[config.mk]
export PLATFORM = sky130hd
export DESIGN_NAME = conv_ctrl_param
export DESIGN_NICKNAME = d
export VERILOG_FILES = /design/src/rtl/conv_ctrl_param.sv
export SDC_FILE = /design/constraint.sdc
export NUM_CORES = 1
export LEC_CHECK = 0
export BUFFER_PORTS_ARGS = -buffer_cell sky130_fd_sc_hd__buf_4
export CAP_MARGIN = 20
export CORE_ASPECT_RATIO = 1.4
export CORE_MARGIN = 4
export CORE_UTILIZATION = 63
export DETAILED_ROUTE_END_ITERATION = 10
export GPL_TIMING_DRIVEN = 0
export PLACE_DENSITY = 0.86
export SLEW_MARGIN = 10
export SYNTH_ARGS = -nofsm -noshare
export SYNTH_HDL_FRONTEND = slang
export SYNTH_SLANG_ARGS = --single-unit
[constraint.sdc]
create_clock -name clk -period 3.2 [get_ports clk]
set_input_delay 0 -clock clk [delete_from_list [all_inputs] [get_ports clk]]
set_output_delay 0 -clock clk [all_outputs]
set_load 0.02 [all_outputs]
[src/rtl/conv_ctrl_param.sv]
// Loop/address sequencer for a convolution layer: walks kx, ky, ic, ox, oy, oc
// (innermost first) and times read, accumulator-clear and write strobes for the MAC path.
module conv_ctrl_param #(
  parameter int K       = 5,
  parameter int IN_W    = 32,
  parameter int IN_H    = 32,
  parameter int OUT_W   = 28,
  parameter int OUT_H   = 28,
  parameter int STRIDE  = 1,
  parameter int N_CH    = 1,
  parameter int N_OC    = 6,
  parameter int FA_W    = 12,
  parameter int WA_W    = 10,
  parameter int OA_W    = 13,
  parameter int CLR_DLY = 6,
  parameter int WR_DLY  = 9
) (
  input  logic            clk,
  input  logic            rst_n,
  input  logic            start,
  input  logic            stall,
  input  logic            abort,
  output logic [FA_W-1:0] f_raddr,
  output logic [WA_W-1:0] w_raddr,
  output logic            rd_vld,
  output logic            acc_clr,
  output logic [OA_W-1:0] o_waddr,
  output logic            o_wr_en,
  output logic            conv_done,
  output logic            busy
);

  localparam int CW = 16;

  localparam logic [CW-1:0] KX_LAST = CW'(K - 1);
  localparam logic [CW-1:0] IC_LAST = CW'(N_CH - 1);
  localparam logic [CW-1:0] OX_LAST = CW'(OUT_W - 1);
  localparam logic [CW-1:0] OY_LAST = CW'(OUT_H - 1);
  localparam logic [CW-1:0] OC_LAST = CW'(N_OC - 1);

  localparam logic [FA_W-1:0] F_KY_STEP = FA_W'(IN_W);
  localparam logic [FA_W-1:0] F_IC_STEP = FA_W'(IN_H * IN_W);
  localparam logic [FA_W-1:0] F_OX_STEP = FA_W'(STRIDE);
  localparam logic [FA_W-1:0] F_OY_STEP = FA_W'(STRIDE * IN_W);
  localparam logic [WA_W-1:0] W_KY_STEP = WA_W'(K);
  localparam logic [WA_W-1:0] W_IC_STEP = WA_W'(K * K);
  localparam logic [WA_W-1:0] W_OC_STEP = WA_W'(N_CH * K * K);

  typedef enum logic [3:0] {
    IDLE  = 4'b0001,
    RUN   = 4'b0010,
    FLUSH = 4'b0100,
    DONE  = 4'b1000
  } state_t;

  state_t state, state_next;

  logic [CW-1:0] kx, ky, ic, ox, oy, oc;
  logic [FA_W-1:0] f_ky_base, f_ic_base, f_ox_base, f_oy_base;
  logic [WA_W-1:0] w_ky_base, w_ic_base, w_oc_base;

  logic issue, launch, last_issue, clr_in, wr_in, wr_tail_empty;
  logic kx_wrap, ky_wrap, ic_wrap, ox_wrap, oy_wrap, oc_wrap;
  logic adv_ky, adv_ic, adv_ox, adv_oy, adv_oc;

  logic [FA_W-1:0] f_part_a, f_part_b;
  logic [WA_W-1:0] w_part_a, w_part_b;
  logic            vld_p1;

  logic [CLR_DLY:1] clr_line;
  logic [WR_DLY:1]  wr_line;
  logic [OA_W-1:0]  wr_cnt;

  assign issue  = (state == RUN) && !stall && !abort;
  assign launch = (state == IDLE) && start && !abort;

  assign kx_wrap = (kx == KX_LAST);
  assign ky_wrap = (ky == KX_LAST);
  assign ic_wrap = (ic == IC_LAST);
  assign ox_wrap = (ox == OX_LAST);
  assign oy_wrap = (oy == OY_LAST);
  assign oc_wrap = (oc == OC_LAST);

  assign adv_ky     = issue && kx_wrap;
  assign adv_ic     = adv_ky && ky_wrap;
  assign adv_ox     = adv_ic && ic_wrap;
  assign adv_oy     = adv_ox && ox_wrap;
  assign adv_oc     = adv_oy && oy_wrap;
  assign last_issue = adv_oc && oc_wrap;

  assign clr_in = issue && (kx == '0) && (ky == '0) && (ic == '0);
  assign wr_in  = adv_ox;

  // Each counter carries a matching address offset so no multiply is needed per cycle.
  always_ff @(posedge clk or negedge rst_n) begin
    if (!rst_n) begin
      kx <= '0; ky <= '0; ic <= '0; ox <= '0; oy <= '0; oc <= '0;
      f_ky_base <= '0; f_ic_base <= '0; f_ox_base <= '0; f_oy_base <= '0;
      w_ky_base <= '0; w_ic_base <= '0; w_oc_base <= '0;
    end else if (abort) begin
      kx <= '0; ky <= '0; ic <= '0; ox <= '0; oy <= '0; oc <= '0;
      f_ky_base <= '0; f_ic_base <= '0; f_ox_base <= '0; f_oy_base <= '0;
      w_ky_base <= '0; w_ic_base <= '0; w_oc_base <= '0;
    end else if (issue) begin
      kx <= kx_wrap ? '0 : kx + CW'(1);
      if (adv_ky) begin
        ky        <= ky_wrap ? '0 : ky + CW'(1);
        f_ky_base <= ky_wrap ? '0 : f_ky_base + F_KY_STEP;
        w_ky_base <= ky_wrap ? '0 : w_ky_base + W_KY_STEP;
      end
      if (adv_ic) begin
        ic        <= ic_wrap ? '0 : ic + CW'(1);
        f_ic_base <= ic_wrap ? '0 : f_ic_base + F_IC_STEP;
        w_ic_base <= ic_wrap ? '0 : w_ic_base + W_IC_STEP;
      end
      if (adv_ox) begin
        ox        <= ox_wrap ? '0 : ox + CW'(1);
        f_ox_base <= ox_wrap ? '0 : f_ox_base + F_OX_STEP;
      end
      if (adv_oy) begin
        oy        <= oy_wrap ? '0 : oy + CW'(1);
        f_oy_base <= oy_wrap ? '0 : f_oy_base + F_OY_STEP;
      end
      if (adv_oc) begin
        oc        <= oc_wrap ? '0 : oc + CW'(1);
        w_oc_base <= oc_wrap ? '0 : w_oc_base + W_OC_STEP;
      end
    end
  end

  // Two-stage address adder; addresses hold through bubbles.
  always_ff @(posedge clk or negedge rst_n) begin
    if (!rst_n) begin
      f_part_a <= '0; f_part_b <= '0;
      w_part_a <= '0; w_part_b <= '0;
      vld_p1   <= 1'b0;
      rd_vld   <= 1'b0;
      f_raddr  <= '0;
      w_raddr  <= '0;
    end else begin
      vld_p1 <= issue;
      rd_vld <= vld_p1 && !abort;
      if (issue) begin
        f_part_a <= f_ic_base + f_oy_base;
        f_part_b <= f_ky_base + f_ox_base + FA_W'(kx);
        w_part_a <= w_oc_base + w_ic_base;
        w_part_b <= w_ky_base + WA_W'(kx);
      end
      if (vld_p1 && !abort) begin
        f_raddr <= f_part_a + f_part_b;
        w_raddr <= w_part_a + w_part_b;
      end
    end
  end

  // Pixels complete in ox, oy, oc order, so the write address is simply the write ordinal.
  always_ff @(posedge clk or negedge rst_n) begin
    if (!rst_n) begin
      clr_line <= '0;
      wr_line  <= '0;
      wr_cnt   <= '0;
      o_waddr  <= '0;
    end else if (abort) begin
      clr_line <= '0;
      wr_line  <= '0;
      wr_cnt   <= '0;
    end else begin
      clr_line[1] <= clr_in;
      for (int i = 2; i <= CLR_DLY; i++) clr_line[i] <= clr_line[i-1];
      wr_line[1] <= wr_in;
      for (int i = 2; i <= WR_DLY; i++) wr_line[i] <= wr_line[i-1];
      if (launch) begin
        wr_cnt <= '0;
      end else if (wr_line[WR_DLY-1]) begin
        o_waddr <= wr_cnt;
        wr_cnt  <= wr_cnt + OA_W'(1);
      end
    end
  end

  assign acc_clr       = clr_line[CLR_DLY];
  assign o_wr_en       = wr_line[WR_DLY];
  assign wr_tail_empty = (wr_line[WR_DLY-1:1] == '0);

  always_ff @(posedge clk or negedge rst_n) begin
    if (!rst_n) state <= IDLE;
    else        state <= state_next;
  end

  always_comb begin
    state_next = state;
    busy       = 1'b0;
    conv_done  = 1'b0;
    case (state)
      IDLE:  if (start) state_next = RUN;
      RUN: begin
        busy = 1'b1;
        if (last_issue) state_next = FLUSH;
      end
      FLUSH: begin
        busy = 1'b1;
        if (o_wr_en && wr_tail_empty) state_next = DONE;
      end
      DONE: begin
        busy       = 1'b1;
        conv_done  = 1'b1;
        state_next = IDLE;
      end
      default: state_next = IDLE;
    endcase
    if (abort) state_next = IDLE;
  end

endmodule

# After elaboration in Yosys (flattened, before gate mapping)
# Cells that the tools add are included.
[totals]
reg_bits = 287
latch_bits = 0
ram_bits = 0
romBits = 0
in_bits = 5
out_inout_bits = 40
word_cells = 160
mem_count = 0
[op_classes]
add_sub_neg = 21
mul = 0
div_mod_pow = 0
n_lt_le_gt_ge = 0
n_eq_ne = 12
n_shift = 0
n_mux = 63
n_bitwise = 2
n_reduce_logical = 36
[ops]
columns = ["op", "count"]
rows = [
  ["$mux 16", 23],
  ["$mux 12", 16],
  ["$mux 10", 12],
  ["$add 16x1->16 const B", 6],
  ["$add 12x12->12", 4],
  ["$eq 16x3->1 const B", 3],
  ["$logic_not 16->1", 3],
  ["$mux 13", 3],
  ["$eq 16x5->1 const B", 2],
  ["$add 10x10->10", 3],
  ["$add 12x6->12 const B", 2],
  ["$add 10x5->10 const B", 2],
  ["$mux 4", 4],
  ["$logic_and 1x1->1", 15],
  ["$add 13x1->13 const B", 1],
  ["$add 12x1->12 const B", 1],
  ["$add 12x11->12 const B", 1],
  ["$pmux 4 s3", 1],
  ["$reduce_bool 2->1", 6],
  ["$add 10x3->10 const B", 1],
  ["$reduce_and 2->1", 5],
  ["$mux 9", 1],
  ["$ne 3x3->1 const B", 3],
  ["$logic_not 8->1", 1],
  ["11 further kinds", 15],
]

# Depth between registers and ports, before layout
# Gate-level depths: netlist of run 1.
[logic_depth]
word_depth = 12
mapped_depth = 10
mapped_depth_nobuf = 9

# Worst setup path after synthesis of run 1
# No wires, ideal clock.
[synth_timing]
path_type = "register to register"
from = "register state[3]"
to = "register oy[14]"
setup_ns = 0.125
arrival_ns = 2.615
required_time_ns = 3.075
slack_ns = 0.460
path_stages_with_launch = 9
n_path_buf = 2
period_less_slack_ns = 2.740
cell_sequence = "dfrtp_1 or3b_1 or4_1 buf_6 nor4_1 buf_2 nand2_1 nor3_1 mux2_2"
[synth_via]
elab_chain_len = 9
word_cells_on_any_way = 10
cone_classes = "eq/ne: 1; reduce/logical: 9"
[synth_lines]
columns = ["element", "line", "source"]
rows = [
  ["start, declared", "56", "state_t state, state_next;"],
  ["start signal, assigned", "187", "else state <= state_next;"],
  ["$eq 4x2->1 *", "74", "assign issue = (state == RUN) && !stall && !abort;"],
  ["$logic_and 1x1->1 * (2 in a row)", "74", ""],
  ["$logic_and 1x1->1", "84", "assign adv_ky = issue && kx_wrap;"],
  ["$logic_and 1x1->1", "85", "assign adv_ic = adv_ky && ky_wrap;"],
  ["$logic_and 1x1->1", "86", "assign adv_ox = adv_ic && ic_wrap;"],
  ["$logic_and 1x1->1", "87", "assign adv_oy = adv_ox && ox_wrap;"],
  ["$reduce_bool 2->1 (no source line)", "--", ""],
  ["$reduce_and 2->1 (no source line) *", "--", ""],
  ["end signal, assigned", "121", "oy <= oy_wrap ? '0 : oy + CW'(1);"],
  ["end, declared", "58", "logic [CW-1:0] kx, ky, ic, ox, oy, oc;"],
]
# Mark *: on every way between the ends. The rest lies on a longest branch, timed or not.
# A chain may end at the register's enable or synchronous reset.

# Worst setup path after layout of run 1
[layout_timing]
from = "register state[1]"
to = "register oy[14]"
# The elaborated chain is that of the path after synthesis.

==> metrics.log, run 1 <==
INFO  metric status = completed
INFO  metric internal_power = 5710 µW
INFO  metric timing.final.ws_setup = 158 ps
INFO  metric post-route-cell-area = 16200 µm²
INFO  metric worstPathArrival = 3470 ps
INFO  metric clock_tree.htree_level_count = 1
INFO  metric placement.setup.worst_slack = -515 ps
INFO  metric die_height = 187 µm
INFO  metric die-area = 25300 µm²
INFO  metric grt_overflow = 0
INFO  metric initial_standard_cell_utilization_of_the_core = 63.8%
INFO  metric synth_ff_type = dfrtp_1
INFO  metric num_rows = 65
INFO  metric post_synth_instance_area = 14400 µm²
INFO  metric pwr-share-clk = 44.0%
INFO  metric fmax = 329 MHz
INFO  metric io-pin-count = 45
INFO  metric post_route_setup_tns = 0 ps
INFO  metric cts.path.max_buffers = 3
INFO  metric worstMarginPinSlew = 971 ps
INFO  metric hold_path.class = primary input to async pin
INFO  metric tritoncts.num_buffers = 27
INFO  metric power.net_switching = 1840 µW
INFO  metric via_density_per_instance = 6.40
INFO  metric grt_first_pass_wirelength = 61600 µm
INFO  metric setup_viols_final = 0
INFO  metric area_delta_synth_final = 12.9%
INFO  metric tritoncts_num_sinks = 262
INFO  metric routed-via-count = 12.4k
INFO  metric antenna_found_initial = 0
INFO  metric synth-edff-count = 0
INFO  metric layout_worst_path_cycle_share = 95.1%
INFO  metric final_count_of_hold_timing_violations = 0
INFO  metric syn-num-nets = 1619
INFO  metric insertedDiodeCount = 0
INFO  metric global_route.usage.met1 = 35.2%
INFO  metric worstSetupEndpointType = flop
INFO  metric post_detailed_placement_cell_area = 15100 µm²
INFO  metric synthCells = 1536
INFO  metric static-leakage-power = 0.00740 µW
INFO  metric synthDistinctLibCells = 67
INFO  metric place.gp.congestion = 0.951
INFO  metric crit_path_max_fanout = 10
INFO  metric timing_worst_setup_path_type = flop to flop
INFO  metric top_usage_layer = met2
INFO  metric seq_area_frac_synth = 45.6%
INFO  metric routed_wirelength = 37400 µm
INFO  metric groute.layer.met2.usage = 52.9%
INFO  metric drive_above_1_share = 9.11%
INFO  metric clkLatencyLatePin = 540 ps
INFO  metric synth.ff_latch_count = 262
INFO  metric asyncSetResetFlopFracSynth = 100%
INFO  metric fin_cells = 1936
INFO  metric pwr-share-seq = 46.8%
INFO  metric timing.clock.skew = 15.2 ps
INFO  metric finish.net_count = 1699
INFO  metric switching_share = 24.4%
INFO  metric dp.cells = 1882
INFO  metric worst_setup_path_start_kind = flop
INFO  metric yosysWarnings = 0
INFO  metric grt_usage = 29.6%
INFO  metric max_slew_violation_total_from_the_final_report = 0
INFO  metric timing.max_cap.violations = 0
INFO  metric post-route-drc-count = 0
INFO  metric fin_crit = 3040 ps
INFO  metric postSynthAreaPerCell = 9.36 µm²
INFO  metric clk_transition_reported_paths = 60 ps
INFO  metric irDropWorstVdd = 0.000420 V
INFO  metric numPortBuffers = 43
INFO  metric grt_max_degree = 107
INFO  metric dp_hpwl = 27000 µm
INFO  metric ant_nets = 0
INFO  metric coreArea = 22500 µm²
INFO  metric power_per_cell_area = 465 nW/µm²
INFO  metric crit_required = 3620 ps
INFO  metric cts_tree = yes
INFO  metric drt_pass1_iterations = 6
INFO  metric grt_use_met3 = 3.10%
INFO  metric share_comb_of_total_power = 9.2%
INFO  metric detailedRoute.firstIterationViolations = 1076
INFO  metric root_buffer = clkbuf_16
INFO  metric filler_cell_count = 1589
INFO  metric first_global_vias = 12.4k
INFO  metric timing.max_slew.rel_slack = 34.4%
INFO  metric die-width = 136 µm
INFO  metric wl_per_cell = 19.3 µm
-- repair_timing --
item | CTS | global route
gates resized for setup | 8 | 21
endpoints found under the hold margin | 160 | 0
hold buffers | 2 | 0
buffers inserted | 0 | 4
setup endpoints to repair | 102 | 72
pin swaps | 1 | 1
-- placed cells by master (no fill, tap or decap), types with 13 or more instances in the layout --
cell	count
or4_1	15
mux2_2	22
clkbuf_16	27
or3_1	24
nor2b_1	20
inv_1	41
nand2_1	195
nand4_1	43
clkbuf_1	49
buf_4	48
nor2_1	112
nand3_1	48
xnor2_1	37
o31ai_1	36
a21oi_1	58
and3_1	31
nand2b_1	14
and2_1	15
o21ai_0	174
o211ai_1	13
nor4_1	14
xor2_1	36
ha_1	68
dfrtp_1	261
nor3_1	39
o21a_1	16
-- layer usage --
metal	share of wire, %	routed length [µm]
met5	0	0
met4	5.1	1920
met3	5.2	1960
met2	52	19300
met1	38	14300
-- cell families after synthesis --
logic type,synth area share [%]
AND/OR/NAND/NOR,22.0
AO/OA/AOI/OAI,15.9
flip-flops,45.6
buffers and inverters,2.69
adder cells (fa/ha/maj),7.31
XOR/XNOR,4.45
multiplexers,2.07
-- power groups by stage --
| stage | combinational [µW] | sequential [µW] | clock [µW] |
|---|---|---|---|
| CTS | 692 | 3530 | 3350 |
| global placement | 648 | 3580 | 0 |
| finish | 695 | 3530 | 3320 |
| floorplan | 372 | 3600 | 0 |
| global route | 777 | 3540 | 3490 |
| detailed placement | 684 | 3590 | 0 |
-- per-stage QoR --
stage          util [%]  power (µW)  hold slack, ps
3_5_place_dp       67.2        4270            19.5
4_1_cts            71.6        7570            53.3
3_3_place_gp       66.9        4230             315
6_report           72.0        7540            53.5
2_1_floorplan         -        3970            -296
5_1_grt            72.0        7810             103
-- critical path: stages (launching register included) --
cell     delay (ps)
dfrtp_1         430
or3b_1          430
or4_1           430
buf_6           170
nor4_4          330
buf_4           260
nand2_1         220
nor3_1          290
mux2_2          360
-- state kept, by name, summed over array words and instances, names as in the netlist, 9 cells and up --
register   flops
w_part_a      10
kx            16
w_ky_base     10
ic            16
ox            16
w_part_b      10
f_ox_base     12
f_raddr       12
oy            16
oc            16
w_oc_base     10
w_ic_base     10
wr_line        9
wr_cnt        13
ky            16
o_waddr       13
w_raddr       10
f_part_b      12
-- synthesized netlist by cell type (all sizes together), types with 13 or more instances --
cell type    n  area, µm²
nand2      195        732
nor3        39        195
o211ai      13       97.6
inv         41        154
clkbuf      50        188
a21oi       58        290
nand4       43        269
ha          68        851
dfrtp      261       6530
xor2        36        315
nor2       114        428
o21a        16        120
xnor2       37        324
nor4        17        106
and2        16        100
or4         17        135
mux2        22        248
nand3       50        255
and3        31        194
nand2b      14       87.6
o31ai       36        270
nor2b       20        125
or3         24        150
o21ai      174        871
-- worst paths after layout --
path | from | endpoint | slack (ps) | depth (start not counted)
worst min-delay path | rst_n | w_raddr[1] | 50 | 2
max in group asynchronous | rst_n | ox[7] | 2220 | 3
worst max-delay path | state[1] | oy[14] | 160 | 8
worst max register to register | state[1] | oy[14] | 160 | 8
worst min register to register | clr_line[3] | clr_line[4] | 460 | 1
min in group clk | stall | clr_line[1] | 100 | 5
-- cell type report --
class / instances / area, µm² / area share [%]
multi-input cells: 1174 / 7520 / 46.3
flip-flops and latches: 262 / 6560 / 40.4
well taps: 301 / 377 / 2.32
inverters: 42 / 158 / 0.972
repair buffers: 51 / 435 / 2.68
clock inverters: 9 / 145 / 0.895
clock buffers: 39 / 791 / 4.88
plain buffers: 58 / 241 / 1.49
(Power assumes the default switching activity.)
==> run 2, diff against run 1 <==
- CORE_UTILIZATION: 63 -> 37
- HOLD_SLACK_MARGIN: not set -> 0.08
- PLACE_DENSITY: 0.86 -> 0.57
==> metrics.log, run 2 (same netlist as run 1, synthesis figures left out) <==
INFO  metric status = completed
INFO  metric static-leakage-power = 0.00735 µW
INFO  metric irDropWorstVdd = 0.000360 V
INFO  metric crit_required = 3640 ps
INFO  metric ant_nets = 0
INFO  metric grt_overflow = 0
INFO  metric routed-via-count = 11.7k
INFO  metric worstPathArrival = 3480 ps
INFO  metric io-pin-count = 45
INFO  metric grt_max_degree = 106
INFO  metric finish.net_count = 1703
INFO  metric dp_hpwl = 28300 µm
INFO  metric drive_above_1_share = 9.17%
INFO  metric tritoncts_num_sinks = 262
INFO  metric numPortBuffers = 43
INFO  metric grt_usage = 18.4%
INFO  metric tritoncts.num_buffers = 27
INFO  metric cts.path.max_buffers = 3
INFO  metric worst_setup_path_start_kind = flop
INFO  metric area_delta_synth_final = 14.3%
INFO  metric finalPower = 7160 µW
INFO  metric die-area = 42100 µm²
INFO  metric coreArea = 38400 µm²
INFO  metric clock_tree.htree_level_count = 1
INFO  metric die_height = 241 µm
INFO  metric power_per_cell_area = 436 nW/µm²
INFO  metric detailedRoute.firstIterationViolations = 692
INFO  metric cts_tree = yes
INFO  metric timing.max_cap.violations = 0
INFO  metric num_rows = 85
INFO  metric die-width = 175 µm
INFO  metric via_density_per_instance = 5.44
INFO  metric final_count_of_hold_timing_violations = 0
INFO  metric timing_worst_setup_path_type = flop to flop
INFO  metric post-route-drc-count = 0
INFO  metric root_buffer = clkbuf_16
INFO  metric max_slew_violation_total_from_the_final_report = 0
INFO  metric crit_path_max_fanout = 10
INFO  metric clkLatencyLatePin = 560 ps
INFO  metric timing.clock.skew = 16.5 ps
INFO  metric layout_commonest_cell = dfrtp_1
INFO  metric layout_worst_path_cycle_share = 94.9%
INFO  metric setup_viols_final = 0
INFO  metric post-route-cell-area = 16400 µm²
INFO  metric fin_crit = 3040 ps
INFO  metric worstMarginPinSlew = 1180 ps
INFO  metric first_global_vias = 11.9k
INFO  metric clk_transition_reported_paths = 60 ps
INFO  metric drt_pass1_iterations = 5
INFO  metric grt_first_pass_wirelength = 63700 µm
INFO  metric insertedDiodeCount = 0
INFO  metric place.gp.congestion = 0.871
INFO  metric dp.cells = 2103
INFO  metric post_detailed_placement_cell_area = 15400 µm²
INFO  metric wl_per_cell = 17.8 µm
INFO  metric antenna_found_initial = 0
INFO  metric fin_cells = 2157
INFO  metric layout.cells.most_common_list = dfrtp_1, nand2_1, o21ai_0
INFO  metric worstSetupEndpointType = flop
INFO  metric hold_path.class = primary input to flop
INFO  metric fmax = 329 MHz
INFO  metric initial_standard_cell_utilization_of_the_core = 37.4%
INFO  metric timing.max_slew.rel_slack = 20.0%
INFO  metric routed_wirelength = 38500 µm
## run 2: changes by cell type in the layout (fill, tap and decap cells not counted), moves of 2 or more
cell	previous run	this run
bufinv_16	4	0
nor4b_2	2	4
buf_4	48	50
clkbuf_8	7	4
## run 2: stage by stage
stage	setup TNS (ps)	hold WS, ps	setup slack [ps]	utilization (%)
2_1_floorplan	0	-296	460	-
3_3_place_gp	-71900	315	-506	40.0
3_5_place_dp	-20880	25.4	-527	40.1
4_1_cts	0	106	10.0	42.6
5_1_grt	-8.42	125	-8.42	42.8
6_report	0	139	162	42.8
## run 2: what timing repair did
item / in CTS / in global routing
endpoints found under the setup margin: 88 / 82
hold buffers: 4 / 0
hold endpoints to repair: 162 / 0
resized for setup: 13 / 18
pin swaps: 3 / 2
buffers inserted: 2 / 4
## run 2: layout make-up
type / instances / area (µm²)
plain buffers: 58 / 241
clock buffers: 36 / 749
clock inverters: 8 / 47.5
fillers: 3757 / 22000
inverters: 42 / 158
multi-input cells: 1174 / 7530
flip-flops and latches: 262 / 6560
well taps: 522 / 653
repair buffers: 55 / 488
## run 2: worst max-delay path, stage by stage (launching register included)
cell and delay [ps]:
dfrtp_1 440, or3b_1 430, or4_1 440, buf_6 170, nor4_4 360, buf_4 280
nand2_2 170, nor3_1 250, mux2_2 360
## run 2: worst paths after layout
kind                            depth (start not counted)   startpoint     endpoint  slack (ps)
min in group asynchronous                               4        rst_n  w_part_b[5]         600
worst min-delay path                                    5        stall  clr_line[1]         140
worst max register to register                          8     state[1]       oy[14]         160
worst max-delay path                                    8     state[1]       oy[14]         160
worst min register to register                          1  clr_line[3]  clr_line[4]         460
max in group asynchronous                               5        rst_n       ox[13]        1710
## run 2: metal layers
| metal | part of all wire (%) | wire [µm] | up-vias | GRT usage, % |
|---|---|---|---|---|
| met5 | 0 | 0 | - | 0 |
| met4 | 3.9 | 1500 | 0 | 7.31 |
| met3 | 3.5 | 1360 | 71 | 2.15 |
| met2 | 49 | 19000 | 246 | 32.8 |
| met1 | 43 | 16600 | 5678 | 23.0 |
| li1 | - | - | 5729 | - |
## run 2: power breakdown
part           internal [µW]  switching [µW]
registers               3430            95.4
logic                    254             432
clock network           1630            1320
==> run 3, diff against run 2 <==
- PLACE_DENSITY: 0.57 -> 0.64
==> metrics.log, run 3 (same netlist as run 1, synthesis figures left out) <==
INFO  metric status = completed
INFO  metric critical_path.slowest_cell = or4_1
INFO  metric filler_cell_count = 3602
INFO  metric post-route-cell-area = 16700 µm²
INFO  metric timing.max_slew.rel_slack = 22.5%
INFO  metric die_height = 241 µm
INFO  metric layout.cells.most_common_list = dfrtp_1, nand2_1, o21ai_0
INFO  metric worstPathArrival = 3560 ps
INFO  metric drt_pass1_iterations = 7
INFO  metric num_rows = 85
INFO  metric setup_viols_final = 0
INFO  metric layout_commonest_cell = dfrtp_1
INFO  metric finish.net_count = 1706
INFO  metric whs_path_depth = 4
INFO  metric fmax = 324 MHz
INFO  metric reg2reg_setup_slack = 120 ps
INFO  metric numPortBuffers = 43
INFO  metric io-pin-count = 45
INFO  metric die-width = 175 µm
INFO  metric dp_hpwl = 27100 µm
INFO  metric post-route-drc-count = 0
INFO  metric timing.clock.skew = 41.4 ps
INFO  metric grt_first_pass_wirelength = 60800 µm
INFO  metric hold_path.startpoint = start
INFO  metric final_count_of_hold_timing_violations = 0
INFO  metric static-leakage-power = 0.00745 µW
INFO  metric irDropWorstVdd = 0.000397 V
INFO  metric worstSetupEndpointType = flop
INFO  metric layout.area.seq = 6560 µm²
INFO  metric ant_nets = 0
INFO  metric cts_tree = yes
INFO  metric fin_cells = 2164
INFO  metric worst_setup_path_start_kind = flop
INFO  metric timing.max_cap.violations = 0
INFO  metric wl_per_cell = 17.3 µm
INFO  metric hold_path_end = state[0]
INFO  metric routed-via-count = 11.9k
INFO  metric power_per_cell_area = 468 nW/µm²
INFO  metric worstPathCellList = or3b_1 -> or4_1 -> buf_6 -> nor4b_4 -> a41oi_4 -> buf_4 -> or4_1 -> a21oi_1
INFO  metric placement.setup.worst_slack = -401 ps
INFO  metric insertedDiodeCount = 0
INFO  metric timing.final.ws_setup = 116 ps
INFO  metric area_delta_synth_final = 15.9%
INFO  metric clock_tree.htree_level_count = 1
INFO  metric cts.path.max_buffers = 3
INFO  metric dp.cells = 2103
INFO  metric tritoncts.num_buffers = 28
INFO  metric post_detailed_placement_cell_area = 15400 µm²
INFO  metric clk_transition_reported_paths = 60 ps
INFO  metric antenna_found_initial = 0
INFO  metric rr_endpoint = oc[8]
INFO  metric utilization = 43.4%
INFO  metric crit_path_max_fanout = 9
INFO  metric coreArea = 38400 µm²
INFO  metric die-area = 42100 µm²
INFO  metric critical-path-max-stage-delay = 500 ps
INFO  metric grt_usage = 17.5%
INFO  metric fin_crit = 3080 ps
INFO  metric drive_above_1_share = 9.68%
INFO  metric grt_overflow = 0
INFO  metric detailedRoute.firstIterationViolations = 872
INFO  metric clkLatencyLatePin = 590 ps
INFO  metric initial_standard_cell_utilization_of_the_core = 37.4%
INFO  metric hold_path.class = primary input to flop
INFO  metric cpMostUsedCell = or4_1
INFO  metric first_global_vias = 11.8k
INFO  metric layout_worst_path_cycle_share = 96.4%
INFO  metric worstMarginPinSlew = 1150 ps
INFO  metric timing_worst_setup_path_type = flop to flop
INFO  metric routed_wirelength = 37300 µm
INFO  metric rr_startpoint = state[3]
INFO  metric root_buffer = clkbuf_16
INFO  metric grt_max_degree = 102
INFO  metric tritoncts_num_sinks = 262
INFO  metric max_slew_violation_total_from_the_final_report = 0
INFO  metric crit_required = 3680 ps
INFO  metric via_density_per_instance = 5.49
INFO  metric reg2reg_depth = 8
INFO  metric multiInputGateArea = 7520 µm²
INFO  metric fin_worst_hold_slack = 263 ps
INFO  metric place.gp.congestion = 0.842
## run 3: cell count changes in the layout (fill, tap and decap cells not counted), moves of 2 or more
cell / before / now
clkbuf_1: 48 / 45
clkinv_2: 6 / 3
bufinv_16: 0 / 6
clkinvlp_4: 0 / 4
buf_4: 50 / 52
## run 3: metrics by stage
stage               power (µW)  TNS (ps)
detailed placement        4270    -14220
global route              8100     -14.7
floorplan                 3970         0
finish                    7790         0
global placement          4240    -32220
CTS                       7870         0
## run 3: layout make-up
cell class / count / share of cell area [%]
Buffer: 56 / 1.41
Clock buffer: 35 / 4.54
Clock inverter: 14 / 1.53
Inverter: 42 / 0.946
Multi-Input combinational cell: 1174 / 45.2
Sequential cell: 262 / 39.4
Tap cell: 522 / 3.92
Timing Repair Buffer: 59 / 3.12
## run 3: how the worst max path moves through the flow
stage / to / slack (ps) / start
detailed placement: f_ox_base[5] / -400 / kx[1]
CTS: oc[5] / 10 / state[3]
global route: oy[13] / -9 / kx[1]
finish: oc[8] / 120 / state[3]
floorplan: oy[14] / 460 / state[3]
global placement: f_ox_base[8] / -360 / kx[1]
## run 3: power by group
group | internal (µW) | switching [µW] | total (µW) | leakage, µW
logic | 256 | 435 | 692 | 0.00335
clock network | 2160 | 1410 | 3570 | 0.000480
registers | 3430 | 99.5 | 3530 | 0.00361
## run 3: what timing repair did
item,CTS,global route
buffers inserted,2,7
gates resized for setup,12,17
cloned,0,0
hold endpoints to repair,273,0
pin swaps,1,5
endpoints found under the setup margin,75,79
hold buffers,5,0
## run 3: routing by layer
metal | track usage (%) | vias to the layer above | wire (µm)
li1 | - | 5727 | -
met1 | 21.0 | 5768 | 15300
met2 | 30.7 | 288 | 18600
met3 | 2.18 | 90 | 1550
met4 | 9.53 | 0 | 1900
met5 | 0 | - | 0
## run 3: critical path: cells and delay by family (launching register included)
kind / cells / cell delay (ps)
AND/OR/NAND/NOR: 4 / 1740
buffers and inverters: 2 / 410
AO/OA/AOI/OAI: 2 / 400
flip-flops: 1 / 420
